File: config.mk
export PLATFORM = sky130hd
export DESIGN_NAME = pc_sequencer
export DESIGN_NICKNAME = d
export VERILOG_FILES = /design/src/rtl/pc_sequencer.sv
export SDC_FILE = /design/constraint.sdc
export NUM_CORES = 1
export LEC_CHECK = 0
export ABC_AREA = 1
export BUFFER_PORTS_ARGS = -buffer_cell sky130_fd_sc_hd__clkbuf_2
export CORE_ASPECT_RATIO = 0.7
export CORE_MARGIN = 8
export CORE_UTILIZATION = 35
export CTS_BUF_LIST = sky130_fd_sc_hd__clkbuf_4 sky130_fd_sc_hd__clkbuf_8
export DETAILED_ROUTE_END_ITERATION = 10
export HOLD_SLACK_MARGIN = 0.03
export SLEW_MARGIN = 15
export SYNTH_ARGS = -nofsm -noshare
export SYNTH_HDL_FRONTEND = slang
export SYNTH_SLANG_ARGS = --single-unit
File: constraint.sdc
create_clock -name clock -period 5.25 [get_ports clock]
set_input_delay 0.7875 -clock clock [delete_from_list [all_inputs] [get_ports clock]]
set_output_delay 0.7875 -clock clock [all_outputs]
set_load 0.005 [all_outputs]
File: src/rtl/pc_sequencer.sv
// ---------------------------------------------------------------------------
// pc_sequencer
//
// Owns the program counter. In FETCH it offers pc to instruction memory and
// steps it by PC_STEP on every accepted fetch. A resolved branch/jump
// (br_req) interrupts this with a three-state redirect:
//   FETCH --br_req--> CALC (target = base + immediate, registered)
//         --> REDIRECT (pc <= taken ? target : br_pc + PC_STEP) --> FETCH
// so a br_req sampled at cycle N shows the new pc with fetch_valid=1 at N+3.
//
// Optional feature (compile-time macro PC_MISALIGN_TRAP_EN):
//   when defined, a taken target with bit 1 set redirects to TRAP_VECTOR and
//   pulses misalign for one cycle. When undefined the target is used as-is,
//   misalign is constant 0 and TRAP_VECTOR has no effect.
//
// Fetch handshake: pc is a request while fetch_valid=1. A fetch is consumed
// (pc advances) only on a cycle with fetch_valid && imem_ready && !stall;
// otherwise pc is held stable and fetch_valid stays high.
//
// Ports
//   clock        in   1   rising-edge clock
//   reset        in   1   synchronous, active-high; overrides everything
//   stall        in   1   hold pc in FETCH (ignored in CALC/REDIRECT)
//   imem_ready   in   1   instruction memory accepts pc this cycle
//   fetch_valid  out  1   pc is a valid fetch address
//   pc           out  32  current fetch address
//   br_req       in   1   branch/jump resolved (sampled only in FETCH)
//   br_taken     in   1   1 = take target, 0 = fall through
//   br_is_jalr   in   1   base is rs1_value and target bit 0 is cleared
//   br_pc        in   32  pc of the branch instruction
//   rs1_value    in   32  register base for JALR
//   immediate    in   32  sign-extended offset
//   busy         out  1   redirect in progress; br_req ignored
//   misalign     out  1   one-cycle pulse on a trapped misaligned target
//   state_dbg    out  2   current FSM state (0 IDLE,1 FETCH,2 CALC,3 REDIRECT)
// All outputs come straight from flops.
// ---------------------------------------------------------------------------
module pc_sequencer #(
    parameter logic [31:0] RESET_PC    = 32'h0000_0000,
    parameter logic [31:0] PC_STEP     = 32'd4,
    parameter logic [31:0] TRAP_VECTOR = 32'h0000_0100
) (
    input  logic        clock,
    input  logic        reset,
    input  logic        stall,
    input  logic        imem_ready,
    output logic        fetch_valid,
    output logic [31:0] pc,
    input  logic        br_req,
    input  logic        br_taken,
    input  logic        br_is_jalr,
    input  logic [31:0] br_pc,
    input  logic [31:0] rs1_value,
    input  logic [31:0] immediate,
    output logic        busy,
    output logic        misalign,
    output logic [1:0]  state_dbg
);

    typedef enum logic [1:0] {
        ST_IDLE     = 2'd0,
        ST_FETCH    = 2'd1,
        ST_CALC     = 2'd2,
        ST_REDIRECT = 2'd3
    } state_t;

    state_t      state_q, state_d;
    logic [31:0] pc_q, pc_d;
    logic        fetch_valid_q, fetch_valid_d;
    logic        busy_q, busy_d;
    logic        misalign_q, misalign_d;

    // Branch context captured on br_req.
    logic        taken_q, taken_d;
    logic        jalr_q, jalr_d;
    logic [31:0] br_pc_q, br_pc_d;
    logic [31:0] base_q, base_d;
    logic [31:0] imm_q, imm_d;
    logic [31:0] target_q, target_d;

    logic [31:0] sum;

`ifndef PC_MISALIGN_TRAP_EN
    logic unused_trap_vector;
    assign unused_trap_vector = ^TRAP_VECTOR;
`endif

    // ---------------- state register (and all other flops) ----------------
    always_ff @(posedge clock) begin
        if (reset) begin
            state_q       <= ST_IDLE;
            pc_q          <= RESET_PC;
            fetch_valid_q <= 1'b0;
            busy_q        <= 1'b0;
            misalign_q    <= 1'b0;
            taken_q       <= 1'b0;
            jalr_q        <= 1'b0;
            br_pc_q       <= 32'd0;
            base_q        <= 32'd0;
            imm_q         <= 32'd0;
            target_q      <= 32'd0;
        end else begin
            state_q       <= state_d;
            pc_q          <= pc_d;
            fetch_valid_q <= fetch_valid_d;
            busy_q        <= busy_d;
            misalign_q    <= misalign_d;
            taken_q       <= taken_d;
            jalr_q        <= jalr_d;
            br_pc_q       <= br_pc_d;
            base_q        <= base_d;
            imm_q         <= imm_d;
            target_q      <= target_d;
        end
    end

    // ---------------- next-state logic ----------------
    always_comb begin
        state_d = state_q;
        case (state_q)
            ST_IDLE:     state_d = ST_FETCH;
            ST_FETCH:    if (br_req) state_d = ST_CALC;
            ST_CALC:     state_d = ST_REDIRECT;
            ST_REDIRECT: state_d = ST_FETCH;
            default:     state_d = ST_IDLE;
        endcase
    end

    // ---------------- datapath / registered-output logic ----------------
    // Outputs are computed from state_d so they line up with the state
    // they describe once registered.
    always_comb begin
        pc_d       = pc_q;
        taken_d    = taken_q;
        jalr_d     = jalr_q;
        br_pc_d    = br_pc_q;
        base_d     = base_q;
        imm_d      = imm_q;
        target_d   = target_q;
        misalign_d = 1'b0;
        sum        = base_q + imm_q;

        case (state_q)
            ST_FETCH: begin
                // A branch wins over the sequential advance in the same
                // cycle, and stall does not hold it off.
                if (br_req) begin
                    taken_d = br_taken;
                    jalr_d  = br_is_jalr;
                    br_pc_d = br_pc;
                    base_d  = br_is_jalr ? rs1_value : br_pc;
                    imm_d   = immediate;
                end else if (fetch_valid_q && imem_ready && !stall) begin
                    pc_d = pc_q + PC_STEP;
                end
            end
            ST_CALC: begin
                target_d = jalr_q ? {sum[31:1], 1'b0} : sum;
            end
            ST_REDIRECT: begin
                if (taken_q) begin
`ifdef PC_MISALIGN_TRAP_EN
                    if (target_q[1]) begin
                        pc_d       = TRAP_VECTOR;
                        misalign_d = 1'b1;
                    end else begin
                        pc_d = target_q;
                    end
`else
                    pc_d = target_q;
`endif
                end else begin
                    // Fall-through never traps, whatever its alignment.
                    pc_d = br_pc_q + PC_STEP;
                end
            end
            default: ;
        endcase

        fetch_valid_d = (state_d == ST_FETCH);
        busy_d        = (state_d == ST_CALC) || (state_d == ST_REDIRECT);
    end

    assign pc          = pc_q;
    assign fetch_valid = fetch_valid_q;
    assign busy        = busy_q;
    assign misalign    = misalign_q;
    assign state_dbg   = state_q;

endmodule
==> results of run 1 <==
stage by stage:
step                      hold slack [ps]  std cells  util, %  cell area, µm²  worst slack (ps)
final                               469.4       2287    40.26           12090              2721
after global routing                504.8       2287    40.26           12090              2483
after CTS                           471.5       2287    40.26           12090              2769
after detailed placement            457.7       2255    38.81           11660              2348
after global placement              458.0       2255    38.81           11660              2396
after floorplan                     434.7       1762        -           10680              3469
state kept, by name, summed over array words and instances, names as in the netlist, 2 cells and up:
signal	cells
br_pc_q	32
pc	32
base_q	32
target_q	32
imm_q	32
state_dbg	2
placed cells by master, fill, tap and decap left out, types with 3 or more instances in the layout:
cell type   instances
o211ai_1            7
or2_2               4
nand4_1            10
xor2_1             27
nor2_2              4
nand3_1            99
nand2_2             5
nor2_1            234
ha_1               33
o22ai_1            17
nor2_4             10
o21ai_1             7
inv_1             249
bufinv_16           3
dfxtp_1           166
nor3_1              7
a21oi_1           130
buf_4              11
clkinvlp_4          3
clkbuf_8           20
o21ai_0           154
nand2_1           485
a22o_1              3
clkbuf_2          138
nand3b_1            6
xnor2_1             5
o21bai_1            5
a31oi_1            10
metal layers:
layer	GRT usage, %	routed length, µm	vias to the layer above
li1	-	-	5772
met1	30.77	19540	5070
met2	29.22	14740	345
met3	3.585	2406	34
met4	4.183	535	0
met5	0	0	-
worst min-delay path, cell delays in order (launching register included):
cell and delay (ps):
dfxtp_1 320, nand2_1 60, a21oi_1 50
worst paths after layout:
path	slack, ps	depth (start not counted)	endpoint
worst min register to register	470	2	target_q[0]
worst max-delay path	2720	6	target_q[28]
worst min-delay path	470	2	target_q[0]
worst max register to register	2720	6	target_q[28]
logic make-up (layout without fill, tap and decap cells):
family | after synthesis | count (layout) | synth area share, %
DFF | 166 | 166 | 31.12
buffers and inverters | 321 | 434 | 11.82
AOI/OAI and AO/OA | 336 | 336 | 16.53
other | 1 | 1 | 0.03512
and+or+nand+nor | 872 | 872 | 33.81
xor gates and xnor gates | 32 | 32 | 2.625
adders and majority gates | 34 | 34 | 4.054
final cells by class:
type / count / area [µm²] / area share, %
inverter: 253 / 949.7 / 7.853
multi-input combinational: 1275 / 6097 / 50.42
tap: 412 / 515.5 / 4.263
sequential: 166 / 3323 / 27.48
clock inverter: 10 / 143.9 / 1.190
clock buffer: 22 / 290.3 / 2.400
timing repair buffer: 149 / 773.2 / 6.394
power breakdown:
part | switching (µW) | internal, µW | leakage (µW)
sequential | 73.2 | 1340 | 0.00136
combinational | 317 | 174 | 0.00439
clock | 518 | 523 | 0.000213
cell usage after synthesis (all sizes together):
cell type	instances	area share (%)
o211ai	7	0.49
buf	25	1.4
o21ai	161	7.5
nand3b	6	0.42
o21bai	5	0.35
dfxtp	166	31
inv	252	8.9
xnor2	5	0.41
xor2	27	2.2
nand2	490	17
nor2	248	9.5
a31oi	10	0.59
nor3b	1	0.070
a21oi	131	6.2
nand3	102	5.0
clkbuf	43	1.5
o22ai	17	1.0
conb	1	0.035
a22o	3	0.25
and2	2	0.12
fa	1	0.19
a21o	2	0.14
nor3	9	0.57
nand4	10	0.59
clkinv	1	0.035
or2	4	0.23
ha	33	3.9
==> run_results.csv, run 1 <==
group,metric,value,unit
run_status,outcome,"complete, no violations",
sta,tightest_slew,1086,ps
yosys,ys_seq_area_share,31.12,%
run,cap_violations,0,
sta,relSlewSlack,27.52,%
pwr,power_density,243.5,nW/µm²
clock_network,cts_tree,"built",
critical_path,critical_path_class,"reg -> reg",
routing,routedWlPerCell,16.28,µm
sta,setup_violations,0,
die,die_x,224.8,µm
clock_network,cts.clk_slew.worst_paths,90,ps
routing,antenna_left,0,
clock_network,htree_levels,4,
sta,finalCritPeriodShare,48.18,%
critical_path,critPathLaunch,"state_dbg[0]",
routing,via_per_inst,4.906,
finish,n_fill_cell,3295,
critical_path,worst-path-buf-inv,3,
clock_network,insertion_delay,480,ps
pwr,power_leakage,0.005963,µW
clock_network,numCtsBuffers,17,
sta,finalClockSkew,19.41,ps
critical_path,cp-end-kind,"register",
critical_path,max_stage_delay,930,ps
global_routing,grt_pass1_wl,58.51,mm
critical_path,path_cells,"inv_1, nand2_1, buf_4, clkinv_1, o21ai_0, nor2_1",
die,die_h,162.1,µm
critical_path,slowest_stage,"clkinv_1",
finish,diodes,0,
clock_network,clock-sinks,166,
yosys,ys_seq_elements,166,
global_routing,grt-ovfl-total,0,
yosys,ys_types,41,
die,die-area,36440,µm²
global_routing,grt_use_total,20.28,%
finish,syn2layout_area_growth,13.25,%
critical_path,cp_max_fo,35,
routing,drc,0,
finish,drive_above_1_share,11.31,%
die,design.core.area,30040,µm²
sta,fmax,395.4,MHz
routing,via_count,11220,
critical_path,r2r-start,"state_dbg[0]",
sta,layout_min_cycle_time,2529,ps
global_routing,antenna_found_initial,0,
sta,drv_slew,0,
clock_network,root_buffer,"clkbuf_8",
placed_design,post-dp-hpwl,28.99,mm
routing,drt_iter0_markers,1135,
die,num_rows,53,
routing,first_pass_iters,6,
global_routing,grt_pass1_vias,10390,
sta,final_hold_viol_count,0,
finish,final_nets,1999,
critical_path,start_kind,"register",
clock_network,ctsHoldBuffers,0,
clock_network,cts.repair.resized,0,
yosys,synthCells,1762,
critical_path,critical-path-top-delay-family,"buffers and inverters",
critical_path,worstPathRequired,5610,ps
clock_network,post_cts_buffers,0,
clock_network,clk_path_buf_depth,2,
routing,wirelength,37.22,mm
min_path,hold_path_class,"reg -> reg",
yosys,syn_nets,1899,
sta,rsz0062_at_grt,"no",
yosys,syn-cell-area,10680,µm²
placed_design,port_buffers,138,
yosys,synth_warnings,0,
die,initial_core_util,35.55,%
critical_path,arrival,2880,ps
global_routing,grt_max_degree,69,
yosys,syn_area_per_cell,6.060,µm²
die,num_io_pins,140,
placed_design,gp_congestion,0.9382,
min_path,hp-start,"target_q[0]",
pwr,ir_drop,141.9,µV
pwr,total_power,2945,µW
sta,tns,0,ps
(Power assumes the default switching activity.)
==> inputs of run 2 (changes only) <==
Clock period 5.25 ns to 2.5 ns, I/O delays scaled along.
==> run 2 against run 1 <==
First-iteration DRC count is 5.4% lower. Via count is 1.7% higher. Routed wire length is 2.7% higher. Sequential share of layout area is 0.20 points lower. Critical path depth is 2 higher. Worst hold slack worse by 390 ps. Combinational power is 120% higher. Clock-buffer cell count is 3 lower. Clock power is 100% higher. Clock skew is 0.72 ps lower. Setup slack worse by 2300 ps. Largest power group unchanged. Highest routed layer unchanged.
==> run_results.csv, run 2 (synthesis results as in run 1) <==
group,metric,value,unit
run_status,outcome,"complete, no violations",
routing,drt_iter0_markers,1074,
global_routing,antenna_found_initial,0,
finish,diodes,0,
pwr,ir_drop,357.7,µV
pwr,power_frac_comb,17.3,%
placed_design,gp_congestion,0.9430,
sta,setup_violations,0,
critical_path,critPathLaunch,"br_pc_q[13]",
pwr,total_power,6131,µW
run,cap_violations,0,
placed_design,dp_cells,2264,
routing,drc,0,
global_routing,grt-ovfl-total,0,
min_path,hold_path_class,"in -> reg",
pwr,power_leakage,0.006012,µW
critical_path,arrival,2530,ps
critical_path,r2r_setup_slack,380,ps
routing,via_per_inst,4.970,
clock_network,cts.repair.resized,0,
die,die_x,224.8,µm
global_routing,grt_pass1_vias,10630,
pwr,p_switching,1984,µW
clock_network,cts_tree,"built",
sta,relSlewSlack,61.57,%
global_routing,grt_pass1_wl,60.14,mm
routing,wirelength,38.21,mm
critical_path,r2r-start,"br_pc_q[13]",
finish,final_nets,2008,
finish,final_cell_mix,"nand2_1 (485), inv_1 (250), nor2_1 (234)",
die,die-area,36440,µm²
clock_network,insertion_delay,510,ps
clock_network,clock-sinks,166,
critical_path,critical_path_class,"reg -> reg",
die,initial_core_util,35.55,%
routing,first_pass_iters,5,
placed_design,place_ws,505.5,ps
die,die_h,162.1,µm
clock_network,numCtsBuffers,17,
sta,fin_ws,382.0,ps
min_path,hp-start,"immediate[12]",
die,num_io_pins,140,
clock_network,cts.clk_slew.worst_paths,100,ps
routing,routedWlPerCell,16.64,µm
critical_path,r2r_cells,8,
placed_design,port_buffers,138,
critical_path,start_kind,"register",
global_routing,grt_use_total,20.92,%
sta,tns,0,ps
min_path,min_path_cells,3,
sta,tightest_slew,572.1,ps
pwr,p_clk_share,34.3,%
finish,syn2layout_area_growth,14.10,%
clock_network,ctsHoldBuffers,0,
clock_network,clk_path_buf_depth,2,
critical_path,cp-end-kind,"register",
die,num_rows,53,
critical_path,worstPathRequired,2920,ps
die,design.core.area,30040,µm²
sta,rsz0062_at_grt,"no",
pwr,power_density,503.3,nW/µm²
finish,finalNonFillerCells,2296,
sta,layout_min_cycle_time,2118,ps
pwr,seqPwrFrac,48.4,%
clock_network,htree_levels,4,
finish,drive_above_1_share,11.73,%
sta,drv_slew,0,
pwr,intPower,4147,µW
placed_design,post-dp-hpwl,29.90,mm
sta,fmax,472.1,MHz
sta,final_hold_viol_count,0,
pwr,swShare,32.37,%
sta,whs,77.29,ps
sta,finalCritPeriodShare,84.72,%
clock_network,post_cts_buffers,0,
sta,finalClockSkew,18.69,ps
routing,antenna_left,0,
global_routing,grt_max_degree,65,
clock_network,root_buffer,"clkbuf_8",
routing,via_count,11410,
finish,mostFrequentLayoutCell,"nand2_1",
critical_path,cp_max_fo,4,
==> run 2: changes by cell type in the layout (fill, tap and decap cells not counted), sizes merged <==
cell / previous run / this run
buf: 11 / 20
clkbuf: 160 / 157
inv: 253 / 256
clkinvlp: 3 / 5
bufinv: 3 / 2
clkinv: 4 / 3
==> run 2: per-layer routing <==
metal,GRT usage (%),vias to the layer above,routed length [µm]
met1,31.06,5230,19400
li1,-,5784,-
met5,0,-,0
met3,4.846,33,3015
met2,29.77,363,15220
met4,4.984,0,576
==> run 2: power groups by stage <==
| stage | Combinational (µW) | Sequential [µW] | Clock, µW |
|---|---|---|---|
| global placement | 1040 | 3030 | 0 |
| floorplan | 680 | 2970 | 0 |
| detailed placement | 1050 | 3030 | 0 |
| CTS | 1060 | 2970 | 2150 |
| finish | 1060 | 2970 | 2100 |
| global route | 1190 | 2990 | 2270 |
==> run 2: area by class of cell <==
cell class / count / area, µm²
Fill cell: 3354 / 17860
Multi-Input combinational cell: 1275 / 6097
Sequential cell: 166 / 3323
Inverter: 253 / 949.7
Timing Repair Buffer: 158 / 890.9
Tap cell: 412 / 515.5
Clock buffer: 19 / 261.5
Clock inverter: 13 / 145.1
==> run 2: final timing paths <==
check               to
max             pc[15]
min          imm_q[12]
max reg2reg     pc[15]
min reg2reg  base_q[3]
==> run 2: metrics by stage <==
stage,cell area (µm²),utilization [%]
2_1_floorplan,10680,-
3_3_place_gp,11780,39.20
3_5_place_dp,11780,39.20
4_1_cts,12180,40.56
5_1_grt,12180,40.56
6_report,12180,40.56
==> run 2: critical path, cell delays in order, from the launching register on <==
cell,delay (ps)
dfxtp_1,410
nand2_1,130
nor2_1,450
nand3_1,370
xor2_1,230
o21ai_0,230
nand3_1,100
nand2_1,70
inv_1,30
